--- src/rtl/uart_tx_arbiter_pkg.sv ---
// Shared types for the UART transmit arbiter: FIFO entry layout, scheduler
// states and source identifiers.
package uart_tx_arbiter_pkg;

    typedef struct packed {
        logic       last;
        logic [7:0] data;
    } UartTxEntry_t;

    typedef enum logic [2:0] {
        IDLE,
        LOAD,
        START,
        WAIT_ACK,
        WAIT_DONE,
        WAIT_NEXT
    } UartTxArbState_t;

    localparam logic UART_SRC_KEYBOARD = 1'b0;
    localparam logic UART_SRC_PARSER   = 1'b1;

endpackage

--- src/rtl/uart_tx_arbiter_if.sv ---
// Byte-stream handshakes of the two requesters plus the transmitter-side
// start/data/busy link and the arbiter status outputs.
interface uart_tx_arbiter_if;

    logic       kbValid;
    logic [7:0] kbData;
    logic       kbLast;
    logic       kbReady;
    logic       repValid;
    logic [7:0] repData;
    logic       repLast;
    logic       repReady;
    logic       txStart;
    logic [7:0] txData;
    logic       txBusy;
    logic       grantSrc;
    logic       locked;
    logic [7:0] timeoutCount;

    modport master (
        output kbValid, kbData, kbLast, repValid, repData, repLast, txBusy,
        input  kbReady, repReady, txStart, txData, grantSrc, locked, timeoutCount
    );

    modport slave (
        input  kbValid, kbData, kbLast, repValid, repData, repLast, txBusy,
        output kbReady, repReady, txStart, txData, grantSrc, locked, timeoutCount
    );

endinterface

--- src/rtl/uart_tx_arbiter_sync_byte_fifo.sv ---
// Single-clock FIFO of {last,data} entries; full is registered so the
// requester-facing ready has no combinational path from the pop side.
module sync_byte_fifo
    import uart_tx_arbiter_pkg::*;
#(
    parameter  int DEPTH = 16,
    localparam int CNT_W = $clog2(DEPTH + 1)
) (
    input  logic             clk,
    input  logic             rst_n,
    input  logic             push,
    input  UartTxEntry_t     push_data,
    input  logic             pop,
    output UartTxEntry_t     pop_data,
    output logic             full,
    output logic             empty,
    output logic [CNT_W-1:0] count
);

    localparam int PTR_W = $clog2(DEPTH);

    UartTxEntry_t     mem [DEPTH];
    logic [PTR_W-1:0] wr_ptr;
    logic [PTR_W-1:0] rd_ptr;
    logic             do_push;
    logic             do_pop;
    logic [CNT_W-1:0] count_nxt;

    // A push into a full FIFO is legal when the head leaves in the same cycle.
    assign do_push   = push && (!full || pop);
    assign do_pop    = pop && !empty;
    assign count_nxt = count + CNT_W'(do_push) - CNT_W'(do_pop);
    assign empty     = (count == '0);
    assign pop_data  = mem[rd_ptr];

    always_ff @(posedge clk or negedge rst_n) begin
        if (!rst_n) begin
            wr_ptr <= '0;
            rd_ptr <= '0;
            count  <= '0;
            full   <= 1'b0;
        end else begin
            if (do_push) wr_ptr <= wr_ptr + PTR_W'(1);
            if (do_pop)  rd_ptr <= rd_ptr + PTR_W'(1);
            count <= count_nxt;
            full  <= (count_nxt == CNT_W'(DEPTH));
        end
    end

    always_ff @(posedge clk) begin
        if (do_push) mem[wr_ptr] <= push_data;
    end

endmodule

--- src/rtl/uart_tx_arbiter.sv ---
// Packet-locked round-robin scheduler sharing one UART transmitter between
// keyboard output and VT100 parser replies.
module uart_tx_arbiter
    import uart_tx_arbiter_pkg::*;
#(
    parameter int FIFO_DEPTH     = 16,
    parameter int ACK_TIMEOUT    = 4,
    parameter int PACKET_TIMEOUT = 100000
) (
    input  logic               clk,
    input  logic               rst,
    uart_tx_arbiter_if.slave   bus
);

    localparam int CNT_W = $clog2(FIFO_DEPTH + 1);
    localparam int ACK_W = $clog2(ACK_TIMEOUT + 1);
    localparam int PKT_W = $clog2(PACKET_TIMEOUT + 1);
    localparam logic [ACK_W-1:0] ACK_LAST = ACK_W'(ACK_TIMEOUT - 1);
    localparam logic [PKT_W-1:0] PKT_LAST = PKT_W'(PACKET_TIMEOUT - 1);

    function automatic logic [7:0] sat_inc(input logic [7:0] v);
        return (v == 8'hFF) ? v : v + 8'd1;
    endfunction

    UartTxArbState_t  state;
    UartTxEntry_t     kb_head, rep_head, grant_head;
    logic             kb_full, kb_empty, rep_full, rep_empty;
    logic [CNT_W-1:0] kb_count, rep_count;
    logic             kb_push, rep_push, kb_pop, rep_pop;
    logic             grant_avail;
    logic             rr_ptr, last_flag, grant_src, locked_q, tx_start_q;
    logic [7:0]       tx_data_q, timeout_cnt;
    logic [ACK_W-1:0] ack_cnt;
    logic [PKT_W-1:0] pkt_cnt;

    assign kb_push      = bus.kbValid && bus.kbReady;
    assign rep_push     = bus.repValid && bus.repReady;
    assign kb_pop       = (state == LOAD) && (grant_src == UART_SRC_KEYBOARD);
    assign rep_pop      = (state == LOAD) && (grant_src == UART_SRC_PARSER);
    assign grant_head   = grant_src ? rep_head : kb_head;
    assign grant_avail  = (grant_src ? rep_count : kb_count) != '0;

    assign bus.kbReady      = !kb_full;
    assign bus.repReady     = !rep_full;
    assign bus.txStart      = tx_start_q;
    assign bus.txData       = tx_data_q;
    assign bus.grantSrc     = grant_src;
    assign bus.locked       = locked_q;
    assign bus.timeoutCount = timeout_cnt;

    sync_byte_fifo #(.DEPTH(FIFO_DEPTH)) u_kb_fifo (
        .clk       (clk),
        .rst_n     (rst),
        .push      (kb_push),
        .push_data ({bus.kbLast, bus.kbData}),
        .pop       (kb_pop),
        .pop_data  (kb_head),
        .full      (kb_full),
        .empty     (kb_empty),
        .count     (kb_count)
    );

    sync_byte_fifo #(.DEPTH(FIFO_DEPTH)) u_rep_fifo (
        .clk       (clk),
        .rst_n     (rst),
        .push      (rep_push),
        .push_data ({bus.repLast, bus.repData}),
        .pop       (rep_pop),
        .pop_data  (rep_head),
        .full      (rep_full),
        .empty     (rep_empty),
        .count     (rep_count)
    );

    always_ff @(posedge clk or negedge rst) begin
        if (!rst) begin
            state       <= IDLE;
            rr_ptr      <= 1'b0;
            last_flag   <= 1'b0;
            grant_src   <= 1'b0;
            locked_q    <= 1'b0;
            tx_start_q  <= 1'b0;
            tx_data_q   <= 8'h00;
            timeout_cnt <= 8'h00;
            ack_cnt     <= '0;
            pkt_cnt     <= '0;
        end else begin
            case (state)
                IDLE: begin
                    if (!kb_empty || !rep_empty) begin
                        if (!kb_empty && !rep_empty) grant_src <= rr_ptr;
                        else if (!rep_empty)         grant_src <= UART_SRC_PARSER;
                        else                         grant_src <= UART_SRC_KEYBOARD;
                        locked_q <= 1'b1;
                        state    <= LOAD;
                    end
                end
                LOAD: begin
                    tx_data_q  <= grant_head.data;
                    last_flag  <= grant_head.last;
                    tx_start_q <= 1'b1;
                    state      <= START;
                end
                START: begin
                    tx_start_q <= 1'b0;
                    ack_cnt    <= '0;
                    state      <= WAIT_ACK;
                end
                // A transmitter that never raises busy must not stall the scheduler.
                WAIT_ACK: begin
                    if (bus.txBusy) begin
                        state <= WAIT_DONE;
                    end else if (ack_cnt == ACK_LAST) begin
                        timeout_cnt <= sat_inc(timeout_cnt);
                        state       <= WAIT_DONE;
                    end else begin
                        ack_cnt <= ack_cnt + ACK_W'(1);
                    end
                end
                WAIT_DONE: begin
                    if (!bus.txBusy) begin
                        if (last_flag) begin
                            locked_q <= 1'b0;
                            rr_ptr   <= ~grant_src;
                            state    <= IDLE;
                        end else if (grant_avail) begin
                            state <= LOAD;
                        end else begin
                            pkt_cnt <= '0;
                            state   <= WAIT_NEXT;
                        end
                    end
                end
                // Lock is held across gaps so sequences never interleave.
                WAIT_NEXT: begin
                    if (grant_avail) begin
                        state <= LOAD;
                    end else if (pkt_cnt == PKT_LAST) begin
                        locked_q    <= 1'b0;
                        rr_ptr      <= ~grant_src;
                        timeout_cnt <= sat_inc(timeout_cnt);
                        state       <= IDLE;
                    end else begin
                        pkt_cnt <= pkt_cnt + PKT_W'(1);
                    end
                end
                default: state <= IDLE;
            endcase
        end
    end

endmodule

--- src/flat_wrapper.sv ---
// flat-port wrapper written by rule: the top's interface ports become plain ports
module uart_tx_arbiter_flat import uart_tx_arbiter_pkg::*;
#(
    parameter int FIFO_DEPTH     = 16,
    parameter int ACK_TIMEOUT    = 4,
    parameter int PACKET_TIMEOUT = 100000
)
  (clk, rst, bus_kbValid, bus_kbData, bus_kbLast, bus_repValid, bus_repData, bus_repLast, bus_txBusy, bus_kbReady, bus_repReady, bus_txStart, bus_txData, bus_grantSrc, bus_locked, bus_timeoutCount);
  uart_tx_arbiter_if bus_i ();
  input  logic clk;
  input  logic rst;
  input wire logic [$bits(bus_i.kbValid)-1:0] bus_kbValid;
  input wire logic [$bits(bus_i.kbData)-1:0] bus_kbData;
  input wire logic [$bits(bus_i.kbLast)-1:0] bus_kbLast;
  input wire logic [$bits(bus_i.repValid)-1:0] bus_repValid;
  input wire logic [$bits(bus_i.repData)-1:0] bus_repData;
  input wire logic [$bits(bus_i.repLast)-1:0] bus_repLast;
  input wire logic [$bits(bus_i.txBusy)-1:0] bus_txBusy;
  output wire logic [$bits(bus_i.kbReady)-1:0] bus_kbReady;
  output wire logic [$bits(bus_i.repReady)-1:0] bus_repReady;
  output wire logic [$bits(bus_i.txStart)-1:0] bus_txStart;
  output wire logic [$bits(bus_i.txData)-1:0] bus_txData;
  output wire logic [$bits(bus_i.grantSrc)-1:0] bus_grantSrc;
  output wire logic [$bits(bus_i.locked)-1:0] bus_locked;
  output wire logic [$bits(bus_i.timeoutCount)-1:0] bus_timeoutCount;
  assign bus_i.kbValid = bus_kbValid;
  assign bus_i.kbData = bus_kbData;
  assign bus_i.kbLast = bus_kbLast;
  assign bus_i.repValid = bus_repValid;
  assign bus_i.repData = bus_repData;
  assign bus_i.repLast = bus_repLast;
  assign bus_i.txBusy = bus_txBusy;
  assign bus_kbReady = bus_i.kbReady;
  assign bus_repReady = bus_i.repReady;
  assign bus_txStart = bus_i.txStart;
  assign bus_txData = bus_i.txData;
  assign bus_grantSrc = bus_i.grantSrc;
  assign bus_locked = bus_i.locked;
  assign bus_timeoutCount = bus_i.timeoutCount;
  uart_tx_arbiter #(.FIFO_DEPTH(FIFO_DEPTH), .ACK_TIMEOUT(ACK_TIMEOUT), .PACKET_TIMEOUT(PACKET_TIMEOUT)) u_core (.clk(clk), .rst(rst), .bus(bus_i));
endmodule
--- config.mk ---
export PLATFORM = sky130hd
export DESIGN_NAME = uart_tx_arbiter_flat
export DESIGN_NICKNAME = d
export VERILOG_FILES = /design/src/rtl/uart_tx_arbiter_pkg.sv /design/src/rtl/uart_tx_arbiter_if.sv /design/src/rtl/uart_tx_arbiter_sync_byte_fifo.sv /design/src/rtl/uart_tx_arbiter.sv /design/src/flat_wrapper.sv
export SDC_FILE = /design/constraint.sdc
export NUM_CORES = 1
export LEC_CHECK = 0
export CORE_MARGIN = 2
export CORE_UTILIZATION = 40
export CTS_CLUSTER_SIZE = 30
export DETAILED_ROUTE_END_ITERATION = 8
export PLACE_DENSITY = 0.67
export REMOVE_ABC_BUFFERS = 1
export SETUP_SLACK_MARGIN = 0.2
export SLEW_MARGIN = 20
export SYNTH_ARGS = -nofsm -noshare
export SYNTH_HDL_FRONTEND = slang
export SYNTH_HIERARCHICAL = 1
export SYNTH_SLANG_ARGS = --single-unit
--- constraint.sdc ---
create_clock -name clk -period 5.7 [get_ports clk]
set_clock_uncertainty 0.2 [all_clocks]
set_input_delay 0.57 -clock clk [delete_from_list [all_inputs] [get_ports clk]]
set_output_delay 0.57 -clock clk [all_outputs]
set_load 0.01 [all_outputs]
Word-level counts from Yosys, hierarchy flattened
Memories as Yosys holds them, arrays and structs flattened.
Cells that the tools add are included.

word-level totals
  memories = 2
  RAM bits = 288
  word-level logic and storage cells = 131
  output and inout bits = 21
  register bits = 72
  input bits = 23

operators by class
  equal/unequal tests = 23
  muxes and demuxes = 44
  bitwise gates (word level) = 1
  reductions and logical operators = 32
  add/sub/neg operators = 11

memory list
  memory                 depth  bits a word  rd ports  clocked after memory_dff  wr ports  RTL line                              source
  u_core.u_kb_fifo.mem   16     9            1         0                         1         uart_tx_arbiter_sync_byte_fifo.sv:22  UartTxEntry_t mem [DEPTH];
  u_core.u_rep_fifo.mem  16     9            1         0                         1         uart_tx_arbiter_sync_byte_fifo.sv:22

operator list
  cell                     number
  $mux W17                 5
  $mux W8                  5
  $pmux W17 S2             1
  $mux W3                  10
  $pmux W3 S6              1
  $add A17 B1 Y17 const B  1
  $eq A17 B17 Y1 const B   1
  $add A4 B1 Y4 const B    4
  $pmux W8 S2              1
  $mux W1                  15
  $ne A2 B2 Y1 const B     7
  $reduce_and A6 Y1        2
  $add A5 B1 Y5            2
  $eq A5 B5 Y1 const B     2
  $logic_not A5 Y1         2
  $reduce_and A5 Y1        2
  $sub A5 B1 Y5            2
  $eq A3 B2 Y1 const B     3
  $logic_and A1 B1 Y1      9
  $mux W9                  1
  $add A8 B1 Y8 const B    1
  $eq A8 B8 Y1 const B     1
  $ne A2 B1 Y1 const B     4
  $reduce_bool A2 Y1       4
  other kinds (18)         25

Logic depth before layout (Yosys ltp)
Gate-level depths: netlist (run 1).

  word-level depth = 7
  depth in mapped cells = 18
  depth with buffers taken out = 16

By module
The synthesis (run 1) kept the hierarchy.

modules (own cells, without submodules)
  module           instances  seq. area each (sq um)  area each (sq um)  cells an instance
  sync_byte_fifo   2          4674.5                  6314.8             310
  uart_tx_arbiter  1          1101.1                  2489.9             265

Worst setup path before layout (run 1)
Ideal clock, no wire load.

  path kind = register to register
  start = reg u_core.state[1]
  end = reg u_core.u_kb_fifo.full
  required time = 5395 ps
  stages on the path, launching flop included = 19
  buffers on the path = 2
  setup time = 105 ps
  arrival time = 3127 ps
  slack = 2268 ps
  period minus slack after synthesis = 3432 ps
  cells stage by stage = dfrtp_1 clkbuf_1 inv_1 and3_1 clkbuf_1 nor2b_1 inv_1 a21boi_2 inv_1 ha_1 inv_1 ha_1 inv_1 fa_1 inv_1 a21oi_1 o21bai_1 xnor2_1 nor4b_1

on the way
  cells in the longest elaborated chain, start to end = 7
  elaborated cells between the ends (all ways) = 8
  classes of those cells = 2 x add/sub; 2 x eq/ne; 4 x reduce/logical

ends and longest elaborated chain
  element                            RTL line                              source
  from (decl)                        uart_tx_arbiter.sv:25                 UartTxArbState_t state;
  from (signal assigned)             uart_tx_arbiter.sv:77                 state <= IDLE;
  from (signal assigned)             uart_tx_arbiter.sv:95                 state <= LOAD;
  from (signal assigned)             uart_tx_arbiter.sv:102                state <= START;
  $eq A3 B1 Y1 *                     uart_tx_arbiter.sv:38                 assign kb_pop = (state == LOAD) && (grant_src == UART_SRC_KEYBOARD);
  $logic_and A1 B1 Y1 *              uart_tx_arbiter.sv:38
  via u_core.kb_pop                  uart_tx_arbiter.sv:29                 logic kb_push, rep_push, kb_pop, rep_pop;
  $logic_or A1 B1 Y1                 uart_tx_arbiter_sync_byte_fifo.sv:30  assign do_push = push && (!full || pop);
  $logic_and A1 B1 Y1                uart_tx_arbiter_sync_byte_fifo.sv:30
  $add A5 B1 Y5                      uart_tx_arbiter_sync_byte_fifo.sv:32  assign count_nxt = count + CNT_W'(do_push) - CNT_W'(do_pop);
  $sub A5 B1 Y5 *                    uart_tx_arbiter_sync_byte_fifo.sv:32
  via u_core.u_kb_fifo.count_nxt[4]  uart_tx_arbiter_sync_byte_fifo.sv:27  logic [CNT_W-1:0] count_nxt;
  $eq A5 B5 Y1 *                     uart_tx_arbiter_sync_byte_fifo.sv:46  full <= (count_nxt == CNT_W'(DEPTH));
  to (signal assigned)               uart_tx_arbiter_sync_byte_fifo.sv:46
  to (decl)                          uart_tx_arbiter_sync_byte_fifo.sv:15  output logic full,

The timed path passes the listed nets; every way through them passes the cells marked *.
A chain may end at the register's enable or synchronous reset.

Worst setup path after layout (run 1)
  start = reg u_core.state[0]
  end = reg u_core.u_rep_fifo.full

on the way
  cells in the longest elaborated chain, start to end = 7
  elaborated cells between the ends (all ways) = 8
  classes of those cells = 2 x add/sub; 2 x eq/ne; 4 x reduce/logical

ends and longest elaborated chain
  element                             RTL line                              source
  $eq A3 B1 Y1 *                      uart_tx_arbiter.sv:39                 assign rep_pop = (state == LOAD) && (grant_src == UART_SRC_PARSER);
  $logic_and A1 B1 Y1 *               uart_tx_arbiter.sv:39
  via u_core.rep_pop                  uart_tx_arbiter.sv:29
  $logic_or A1 B1 Y1                  uart_tx_arbiter_sync_byte_fifo.sv:30
  $logic_and A1 B1 Y1                 uart_tx_arbiter_sync_byte_fifo.sv:30
  $add A5 B1 Y5                       uart_tx_arbiter_sync_byte_fifo.sv:32
  $sub A5 B1 Y5 *                     uart_tx_arbiter_sync_byte_fifo.sv:32
  via u_core.u_rep_fifo.count_nxt[4]  uart_tx_arbiter_sync_byte_fifo.sv:27
  $eq A5 B5 Y1 *                      uart_tx_arbiter_sync_byte_fifo.sv:46
  to (signal assigned)                uart_tx_arbiter_sync_byte_fifo.sv:46
  to (decl)                           uart_tx_arbiter_sync_byte_fifo.sv:15

Marked as above.

==> out/qor.csv, run 1 <==
stage;metric;value;unit
status;status;complete, but fails checks;
status;violations;hold timing;
sta;period_needed;4.105;ns
drt;firstDrtPassIters;8;
setup_path;ff2ff_setup_slack;1.60;ns
setup_path;cp_data_arrival_time;4.30;ns
layout;diodes;0;
layout;num-fill-cells;3161;
placed_design;numPortBuffers;43;
setup_path;reg2reg_from;u_core/state[0]$_DFFE_PN0P_;
layout;finish.instance_area;0.01740;mm²
power_and_ir_drop;power.leakage;0.006042;µW
clocking;cts_tree;built;
floorplanning;die_w;198.4;µm
floorplanning;die_area;0.03937;mm²
setup_path;worst-r2r-cell-count;15;
setup_path;reg2reg_to;u_core/u_rep_fifo/full$_DFF_PN0_;
sta;fin_setup_tns;0;ns
clocking;cts_made_buffers;38;
drt;dr_total_vias;7873;
yosys;syn_inst;885;
sta;drv_slew;0;
clocking;cts_max_level;2;
global_routing;grt_pass1_vias;7923;
yosys;synth.avg_cell_area;17.08;µm²
global_routing;grt_start_max_net_pins;73;
sta;whs;-0.01125;ns
layout;final_nets;991;
drt;drt-total-wl;29030;µm
drt;drcViolationCount;0;
floorplanning;fp-row-count;71;
layout;layout_commonest_cell;edfxtp_1;
yosys;synth_area_leaders;edfxtp_1 (57%), dfrtp_1 (12%), mux4_2 (6.3%), mux4_1 (5.2%), ha_1 (2.2%);
setup_path;path_class;register to register;
layout;multi_input_area;0.004283;mm²
clocking;postCtsHoldBufs;0;
yosys;yosysWarnings;6;
sta;tightest_slew;1.078;ns
sta;fmax;243.6;MHz
job;drv_cap;0;
clocking;clk_pin_slew;0.06;ns
global_routing;antenna_found_initial;0;
yosys;synth.distinct_cells;63;
layout;regArea;0.01045;mm²
sta;fin_crit_sh;72.01;%
clocking;root_buffer;clkbuf_16;
hold_path;hp-class;input pin to asynchronous set/reset pin;
layout;layout-drive-gt1-share;13.71;%
layout;syn2layout_area_growth;15.10;%
setup_path;cp-end-kind;register;
yosys;async_flop_share;20.00;%
floorplanning;core_area;0.03749;mm²
clocking;clock_sinks;360;
setup_path;crit_fanout;20;
power_and_ir_drop;ir_drop;0.0002288;V
clocking;clock_latency;0.53;ns
global_routing;grt_usage;15.15;%
layout;final_cell_mix;edfxtp_1 (288), dfrtp_1 (70), nand2_1 (55);
yosys;syn_area;0.01512;mm²
yosys;netlist.area_leader.share;57.20;%
global_routing;overflow;0;
clocking;post_cts_buffers;0;
drt;ant_nets;0;
yosys;synth_ff_type;edfxtp_1;
sta;setup_viol;0;
yosys;synth_enable_flop_cells;288;
drt;first_iter_violations;539;
setup_path;crit_path_start_kind;register;
yosys;synth_area_leader_cell;edfxtp_1;
sta;hold_viol;12;
power_and_ir_drop;fin_total_pwr;8765;µW
floorplanning;io_pins;44;
drt;avgViaCountPerCell;5.316;
yosys;ys_seq_area_share;69.12;%
clocking;cts-resized-gates;0;
placed_design;gp_congestion;0.8049;
drt;detail_route.wl_per_cell;19.60;µm
clocking;cts_buffer_depth;3;
placed_design;postPlaceCellArea;0.01601;mm²
power_and_ir_drop;power_density;503.7;mW/mm²
placed_design;dp.final_hpwl;18130;µm
setup_path;worstPathRequired;5.90;ns
global_routing;grt_first_pass_wirelength;45360;µm
floorplanning;initial_utilization;40.33;%
yosys;ys_ff_latch;360;
sta;relSlewSlack;27.87;%
sta;grt_setup_unrepaired;false;
floorplanning;fp.dieH;198.4;µm
-- stage by stage --
stage               std cells  util (%)  worst slack (ns)
floorplan                 846         -             2.223
global placement         1411     42.71             1.790
detailed placement       1411     42.71             1.603
CTS                      1481     46.42             1.535
global route             1481     46.42             1.178
finish                   1481     46.42             1.595
-- Yosys cell counts, drive strengths merged (2+ instances only) --
master	count
a31oi	5
and3	7
xor2	7
o21bai	2
o21ai	33
fa	2
and4	2
edfxtp	288
a21o	5
clkbuf	15
nand2	56
nor4b	4
mux4	72
a21boi	2
and2	5
nand2b	6
o31ai	5
xnor2	21
nand3	8
nor2b	8
inv	34
a22o	5
mux2	3
nand4	11
buf	24
mux2i	9
a21oi	21
nor3	15
ha	26
a22oi	37
o41ai	2
nand4bb	2
or3	3
nor2	51
nor4	6
a41oi	2
dfrtp	72
-- sequential cells by signal, summed over array words and instances, names as in the netlist, 3 cells and up --
signal,cells
u_core/u_rep_fifo/wr_ptr,4
u_core/bus.txData,8
u_core/u_rep_fifo/count,5
u_core/pkt_cnt,17
u_core/u_kb_fifo/wr_ptr,4
u_core/bus.timeoutCount,8
u_core/u_rep_fifo/mem,144
u_core/u_rep_fifo/rd_ptr,4
u_core/u_kb_fifo/mem,144
u_core/ack_cnt,3
u_core/u_kb_fifo/count,5
u_core/u_kb_fifo/rd_ptr,4
u_core/state,3
-- power by group --
group          switching, µW  internal, µW  total (µW)
registers                430          3280        3710
clock network            991          1700        2690
logic                   1240          1130        2360
-- per-layer routing --
layer | vias up | global-route usage [%] | routed length, µm
met5 | - | 0 | 0
met4 | 0 | 4.174 | 499
met3 | 40 | 2.781 | 1422
met2 | 195 | 24.59 | 14100
met1 | 4031 | 21.13 | 13000
li1 | 3607 | - | -
-- cell type report --
class	count	area share, %
sequential	360	60.06
timing repair buffer	54	2.933
multi-input combinational	452	24.61
inverter	34	0.7333
clock buffer	51	5.975
tap	511	3.674
clock inverter	19	2.013
-- critical path: stages, from the launching register on --
cell	delay, ns
dfrtp_1	0.66
and3_1	0.69
and2_1	0.22
inv_1	0.07
a21boi_2	0.34
inv_1	0.09
ha_1	0.30
inv_1	0.05
ha_1	0.15
inv_1	0.05
fa_1	0.40
inv_1	0.07
a21oi_1	0.06
o21bai_1	0.15
xnor2_1	0.15
nor4b_1	0.32
-- worst max path at each step --
stage                     cells past startpoint                        start  slack, ns                                to
after CTS                                    15  u_core/state[0]$_DFFE_PN0P_       1.53  u_core/u_rep_fifo/full$_DFF_PN0_
after global placement                       15  u_core/state[0]$_DFFE_PN0P_       1.79   u_core/u_kb_fifo/full$_DFF_PN0_
after detailed placement                     15  u_core/state[0]$_DFFE_PN0P_       1.60  u_core/u_rep_fifo/full$_DFF_PN0_
after floorplan                              15  u_core/state[0]$_DFFE_PN0P_       2.22   u_core/u_kb_fifo/full$_DFF_PN0_
final                                        15  u_core/state[0]$_DFFE_PN0P_       1.60  u_core/u_rep_fifo/full$_DFF_PN0_
after global routing                         15  u_core/state[0]$_DFFE_PN0P_       1.18  u_core/u_rep_fifo/full$_DFF_PN0_
-- cells by family after synthesis --
family          count (synthesis)  synth area share [%]
compound gates                123                 5.396
xor+xnor                       28                 1.622
fa+ha+maj                      28                 2.416
buf+inv                        73                 2.590
flops                         360                 69.12
mux                            84                 12.29
simple gates                  189                 6.571
Power figures use the tool's default switching activity.
==> run 2, diff against run 1 <==
Clock period 5.7 ns to 4 ns, I/O delays scaled along.
==> run 2 against run 1 <==
  * The flow now finishes without violations
  * Critical path depth is 1 higher
  * Final area is 0.79% higher
  * Power is 42% higher
  * Sequential share of layout area is 0.47 points lower
  * First-iteration DRC count is 11% lower
  * Maximum frequency is 20% higher
==> out/qor.csv, run 2 (synthesis gave the netlist of run 1 again) <==
stage;metric;value;unit;change
clocking;cts_buffer_depth;3;;unchanged
hold_path;hp-class;input pin to asynchronous set/reset pin;;
placed_design;pre_cts_slack;0.5456;ns;-1.058 ns
clocking;post_cts_buffers;0;;unchanged
sta;relSlewSlack;36.75;%;+8.9 points
setup_path;cp-end-kind;register;;
floorplanning;die_w;198.4;µm;unchanged
floorplanning;core_area;0.03749;mm²;unchanged
clocking;root_buffer;clkbuf_16;;
setup_path;crit_top_cell;inv_1;;
global_routing;overflow;0;;unchanged
global_routing;grt_pass1_vias;8203;;+3.5%
setup_path;worstPathRequired;4.21;ns;-1.69 ns
placed_design;numPortBuffers;43;;unchanged
clocking;clock_sinks;360;;unchanged
setup_path;crit_path_start_kind;register;;
drt;ant_nets;0;;unchanged
layout;reg_top3;u_core/u_kb_fifo/mem (144), u_core/u_rep_fifo/mem (144), u_core/pkt_cnt (17);;
drt;dr_total_vias;7977;;+1.3%
setup_path;critPathBufInv;6;;+1
setup_path;path_cells;inv_1 -> and3_1 -> and2_1 -> inv_1 -> a21boi_4 -> inv_1 -> ha_1 -> inv_1 -> ha_1 -> inv_1 -> fa_1 -> inv_1 -> a21oi_1 -> o21bai_1 -> xnor2_1 -> nor4b_1;;
power_and_ir_drop;ir_drop;0.0003586;V;+57%
setup_path;path_class;register to register;;
drt;drcViolationCount;0;;unchanged
setup_path;cp_data_arrival_time;3.62;ns;-0.68 ns
clocking;clock_latency;0.54;ns;about the same
sta;setup_viol;0;;unchanged
sta;drv_slew;0;;unchanged
floorplanning;initial_utilization;40.33;%;unchanged
layout;num-fill-cells;3183;;+0.70%
setup_path;worst_path_largest_cell_delay;0.50;ns;-0.19 ns
drt;drt-total-wl;29410;µm;+1.3%
global_routing;grt_start_max_net_pins;50;;-32%
sta;setup_ws;0.5930;ns;-1.002 ns
setup_path;crit_slowest_cell;dfrtp_1;;
sta;fin_crit_sh;85.17;%;+13 points
drt;detail_route.wl_per_cell;19.52;µm;-0.43%
floorplanning;io_pins;44;;unchanged
global_routing;grt_usage;15.47;%;+0.31 points
placed_design;gp_congestion;0.7889;;-2.0%
drt;firstDrtPassIters;5;;-3
layout;diodes;0;;unchanged
floorplanning;fp.dieH;198.4;µm;unchanged
setup_path;crit_fanout;14;;-30%
placed_design;postPlaceCellArea;0.01621;mm²;+1.2%
sta;period_needed;3.407;ns;-0.6976 ns
global_routing;grt_first_pass_wirelength;46500;µm;+2.5%
layout;final_cell_mix;edfxtp_1 (288), dfrtp_1 (70), nand2_1 (55);;
clocking;cts_made_buffers;38;;unchanged
power_and_ir_drop;power_density;707.8;mW/mm²;+41%
layout;layout_commonest_cell;edfxtp_1;;
setup_path;crit_family;adder cells;;
layout;layout-drive-gt1-share;15.96;%;+2.3 points
sta;grt_setup_unrepaired;true;;
setup_path;worst-r2r-cell-count;16;;+1
floorplanning;die_area;0.03937;mm²;unchanged
placed_design;dp.final_hpwl;18810;µm;+3.8%
clocking;cts_max_level;2;;unchanged
clocking;clk_pin_slew;0.06;ns;about the same
global_routing;antenna_found_initial;0;;unchanged
sta;hold_viol;0;;-12
power_and_ir_drop;power.leakage;0.006149;µW;+1.8%
drt;first_iter_violations;478;;-11%
status;status;finished, final reports clean;;
sta;fmax;293.5;MHz;+20%
sta;tightest_slew;0.9488;ns;-0.1292 ns
clocking;cts_tree;built;;
drt;avgViaCountPerCell;5.293;;-0.43%
layout;syn2layout_area_growth;16.01;%;
job;drv_cap;0;;unchanged
layout;finish.instance_area;0.01754;mm²;+0.79%
setup_path;cp_num_cells;16;;+1
sta;fin_setup_tns;0;ns;unchanged
layout;final_nets;1017;;+2.6%
floorplanning;fp-row-count;71;;unchanged
run 2: changes by cell type in the layout (fill, tap and decap cells not counted), sizes merged:
cell	previous run	this run
buf	12	37
bufinv	9	5
clkinv	7	11
clkbuf	51	50
clkinvlp	1	2
dlygate4sd3	0	1
run 2: final timing paths:
kind / startpoint / to / slack (ns)
worst max register to register: u_core/state[2]$_DFFE_PN0P_ / u_core/u_rep_fifo/full$_DFF_PN0_ / 0.59
worst min-delay path: rst / u_core/pkt_cnt[10]$_DFFE_PN0P_ / 0.26
worst max-delay path: u_core/state[2]$_DFFE_PN0P_ / u_core/u_rep_fifo/full$_DFF_PN0_ / 0.59
min in group clk: u_core/rr_ptr$_DFFE_PN0P_ / u_core/bus.grantSrc$_DFFE_PN0P_ / 0.30
max in group asynchronous: rst / u_core/u_kb_fifo/rd_ptr[0]$_DFFE_PN0P_ / 2.52
worst min register to register: u_core/rr_ptr$_DFFE_PN0P_ / u_core/bus.grantSrc$_DFFE_PN0P_ / 0.30
run 2: worst register-to-register path, delay by kind of cell (launching register included):
family,cells,cell delay [ns]
AOI/OAI and AO/OA,3,0.46
xor gates and xnor gates,1,0.15
adders and majority gates,3,0.84
buffers and inverters,6,0.51
DFF,1,0.50
and+or+nand+nor,3,0.62
run 2: power by group:
part / internal (µW) / switching (µW) / leakage [µW] / total (µW)
combinational: 1700 / 1890 / 0.00207 / 3600
sequential: 4670 / 545 / 0.00344 / 5210
clock: 2170 / 1430 / 0.000635 / 3610
run 2: routing by layer:
| layer | up-vias | part of all wire [%] | GRT usage, % |
|---|---|---|---|
| met5 | - | 0 | 0 |
| met4 | 0 | 2.2 | 4.478 |
| met2 | 166 | 49 | 25.60 |
| li1 | 3647 | - | - |
| met3 | 48 | 4.1 | 2.526 |
| met1 | 4116 | 45 | 21.24 |
run 2: metrics by stage:
step / cells / util [%] / hold WS [ns] / power (µW)
2_1_floorplan: 846 / - / -0.09559 / 7608
3_3_place_gp: 1436 / 43.23 / 0.2724 / 8759
3_5_place_dp: 1436 / 43.23 / 0.2740 / 8882
4_1_cts: 1507 / 46.75 / 0.2644 / 12530
5_1_grt: 1507 / 46.79 / 0.3129 / 13120
6_report: 1507 / 46.79 / 0.2564 / 12420
run 2: area by class of cell:
type / instances / area [µm²] / area share [%]
clock inverters: 20 / 270.3 / 1.541
well taps: 511 / 639.4 / 3.645
clock buffers: 50 / 1036 / 5.906
flip-flops and latches: 360 / 10450 / 59.59
repair buffers: 80 / 720.7 / 4.109
inverters: 34 / 127.6 / 0.7276
multi-input cells: 452 / 4294 / 24.48
run 2: what timing repair did:
action,4_1_cts,5_1_grt
resized for setup,0,3
endpoints found under the setup margin,0,2
hold endpoints to repair,48,0
hold buffers,1,0
==> run 3, diff against run 2 <==
Settings changed: PLACE_DENSITY 0.67 to 0.62.
==> run 3 against run 2 <==
  * Critical path depth shrank 1
  * Die area did not move
  * Non-clock buffer count fell by 2
  * Sequential share of layout area rose by 0.58 points
  * Combinational power about the same
  * Final cell count decreased by 0.20%
  * Count of clock-buffer cells in the layout rose by 5
  * Sequential power fell by 2%
  * Hold slack gained 0.045 ns
  * Core utilization decreased by 0.45 points
  * First-iteration DRC count grew 45%
  * Critical endpoint unchanged
  * Largest power group unchanged
==> out/qor.csv, run 3 (synthesis gave the netlist of run 1 again) <==
stage;metric;value;unit;change
status;status;finished, final reports clean;;
floorplanning;io_pins;44;;unchanged
floorplanning;core_area;0.03749;mm²;unchanged
drt;first_iter_violations;692;;+45%
setup_path;cp-end-kind;register;;
clocking;cts_max_level;2;;unchanged
sta;relSlewSlack;32.11;%;-4.6 points
global_routing;met1_usage;21.82;%;+0.58 points
job;drv_cap;0;;unchanged
sta;grt_setup_unrepaired;false;;
sta;period_needed;3.449;ns;+0.04226 ns
clocking;clock_sinks;360;;unchanged
setup_path;path_class;register to register;;
sta;tightest_slew;1.015;ns;+0.06574 ns
clocking;clock_latency;0.54;ns;about the same
drt;drcViolationCount;0;;unchanged
drt;drt-total-wl;29650;µm;+0.82%
sta;fin_crit_sh;86.23;%;+1.1 points
floorplanning;die_w;198.4;µm;unchanged
global_routing;grt_util_met3;2.577;%;+0.051 points
global_routing;overflow;0;;unchanged
clocking;cts_tree;built;;
layout;diodes;0;;unchanged
global_routing;grt_start_max_net_pins;73;;+46%
sta;whs;0.3016;ns;+0.04516 ns
floorplanning;fp.dieH;198.4;µm;unchanged
global_routing;grt_usage;15.35;%;-0.11 points
power_and_ir_drop;ir_drop;0.0003300;V;-8.0%
global_routing;antenna_found_initial;0;;unchanged
sta;fin_setup_tns;0;ns;unchanged
power_and_ir_drop;power.leakage;0.006063;µW;-1.4%
setup_path;crit_fanout;14;;unchanged
sta;drv_slew;0;;unchanged
sta;hold_viol;0;;unchanged
layout;reg_top3;u_core/u_kb_fifo/mem (144), u_core/u_rep_fifo/mem (144), u_core/pkt_cnt (17);;
layout;layout-drive-gt1-share;14.40;%;-1.6 points
setup_path;crit_path_start_kind;register;;
power_and_ir_drop;power_density;696.2;mW/mm²;-1.6%
floorplanning;die_area;0.03937;mm²;unchanged
drt;detail_route.wl_per_cell;19.71;µm;+1.0%
global_routing;busiest_layer;met2;;
drt;dr_total_vias;7963;;-0.18%
layout;final_util;46.34;%;-0.45 points
global_routing;grt_first_pass_wirelength;46120;µm;-0.82%
placed_design;gp_congestion;0.7886;;about the same
clocking;clk_pin_slew;0.06;ns;about the same
drt;ant_nets;0;;unchanged
layout;syn2layout_area_growth;14.90;%;
floorplanning;initial_utilization;40.33;%;unchanged
setup_path;worstPathRequired;4.21;ns;about the same
clocking;cts-resized-gates;0;;unchanged
clocking;cts_buffer_depth;3;;unchanged
floorplanning;fp-row-count;71;;unchanged
global_routing;met2_usage;24.65;%;-0.95 points
hold_path;hp-class;register to register;;
sta;fmax;289.9;MHz;-1.2%
drt;firstDrtPassIters;5;;unchanged
global_routing;grt_pass1_vias;8003;;-2.4%
layout;final_nets;1015;;-0.20%
sta;setup_viol;0;;unchanged
placed_design;dp.final_hpwl;18560;µm;-1.3%
layout;final_cell_mix;edfxtp_1 (288), dfrtp_1 (70), nand2_1 (55);;
clocking;root_buffer;clkbuf_16;;
placed_design;numPortBuffers;43;;unchanged
drt;avgViaCountPerCell;5.295;;about the same
clocking;cts_made_buffers;38;;unchanged
clocking;post_cts_buffers;0;;unchanged
layout;layout_commonest_cell;edfxtp_1;;
setup_path;cp_data_arrival_time;3.66;ns;+0.04 ns
## run 3: metrics by stage
| stage | setup WS, ns | power, µW | std cells | instance area (µm²) |
|---|---|---|---|---|
| after floorplan | 0.5232 | 7608 | 846 | 14860 |
| after global placement | 0.7071 | 8768 | 1434 | 16180 |
| after global routing | 0.2900 | 12770 | 1504 | 17370 |
| after detailed placement | 0.6004 | 8851 | 1434 | 16180 |
| after CTS | 0.5674 | 12220 | 1504 | 17370 |
| final | 0.5508 | 12090 | 1504 | 17370 |
## run 3: repair_timing
| item | CTS | global route |
|---|---|---|
| endpoints found under the setup margin | 0 | 0 |
| endpoints found under the hold margin | 72 | 0 |
| hold buffers | 1 | 0 |
## run 3: power by group
part           switching, µW  internal (µW)
combinational           1960           1670
sequential               463           4670
clock                   1400           1930
## run 3: critical path, stage by stage (launching register included)
cell and delay, ns:
dfrtp_1 0.51, inv_1 0.16, and3_1 0.20, and2_1 0.14, inv_1 0.06, nor2_1 0.34, ha_1 0.31, inv_1 0.06
ha_1 0.16, inv_1 0.06, fa_1 0.40, inv_1 0.07, a21oi_1 0.06, o21bai_1 0.16, xnor2_1 0.17, nor4b_1 0.28
## run 3: per-layer routing
| metal | vias to the layer above | part of all wire [%] |
|---|---|---|
| met5 | - | 0 |
| met4 | 0 | 2.0 |
| met3 | 46 | 4.3 |
| met2 | 176 | 48 |
| met1 | 4101 | 46 |
| li1 | 3640 | - |
## run 3: path summary, 6_finish.rpt
kind | startpoint | end | slack (ns) | cells past startpoint
setup / recovery | u_core/state[2]$_DFFE_PN0P_ | u_core/u_rep_fifo/full$_DFF_PN0_ | 0.55 | 15
max in group asynchronous | rst | u_core/u_kb_fifo/rd_ptr[0]$_DFFE_PN0P_ | 2.53 | 2
setup reg to reg | u_core/state[2]$_DFFE_PN0P_ | u_core/u_rep_fifo/full$_DFF_PN0_ | 0.55 | 15
hold reg to reg | u_core/bus.timeoutCount[6]$_DFFE_PN0P_ | u_core/bus.timeoutCount[6]$_DFFE_PN0P_ | 0.30 | 1
hold / removal | u_core/bus.timeoutCount[6]$_DFFE_PN0P_ | u_core/bus.timeoutCount[6]$_DFFE_PN0P_ | 0.30 | 1
min in group asynchronous | rst | u_core/pkt_cnt[14]$_DFFE_PN0P_ | 0.38 | 2
## run 3: area by class of cell
cell class	count	area, µm²
clock buffers	55	1025
clock inverters	14	156.4
fillers	3210	20120
inverters	34	127.6
multi-input cells	452	4278
flip-flops and latches	360	10450
well taps	511	639.4
repair buffers	78	693.2
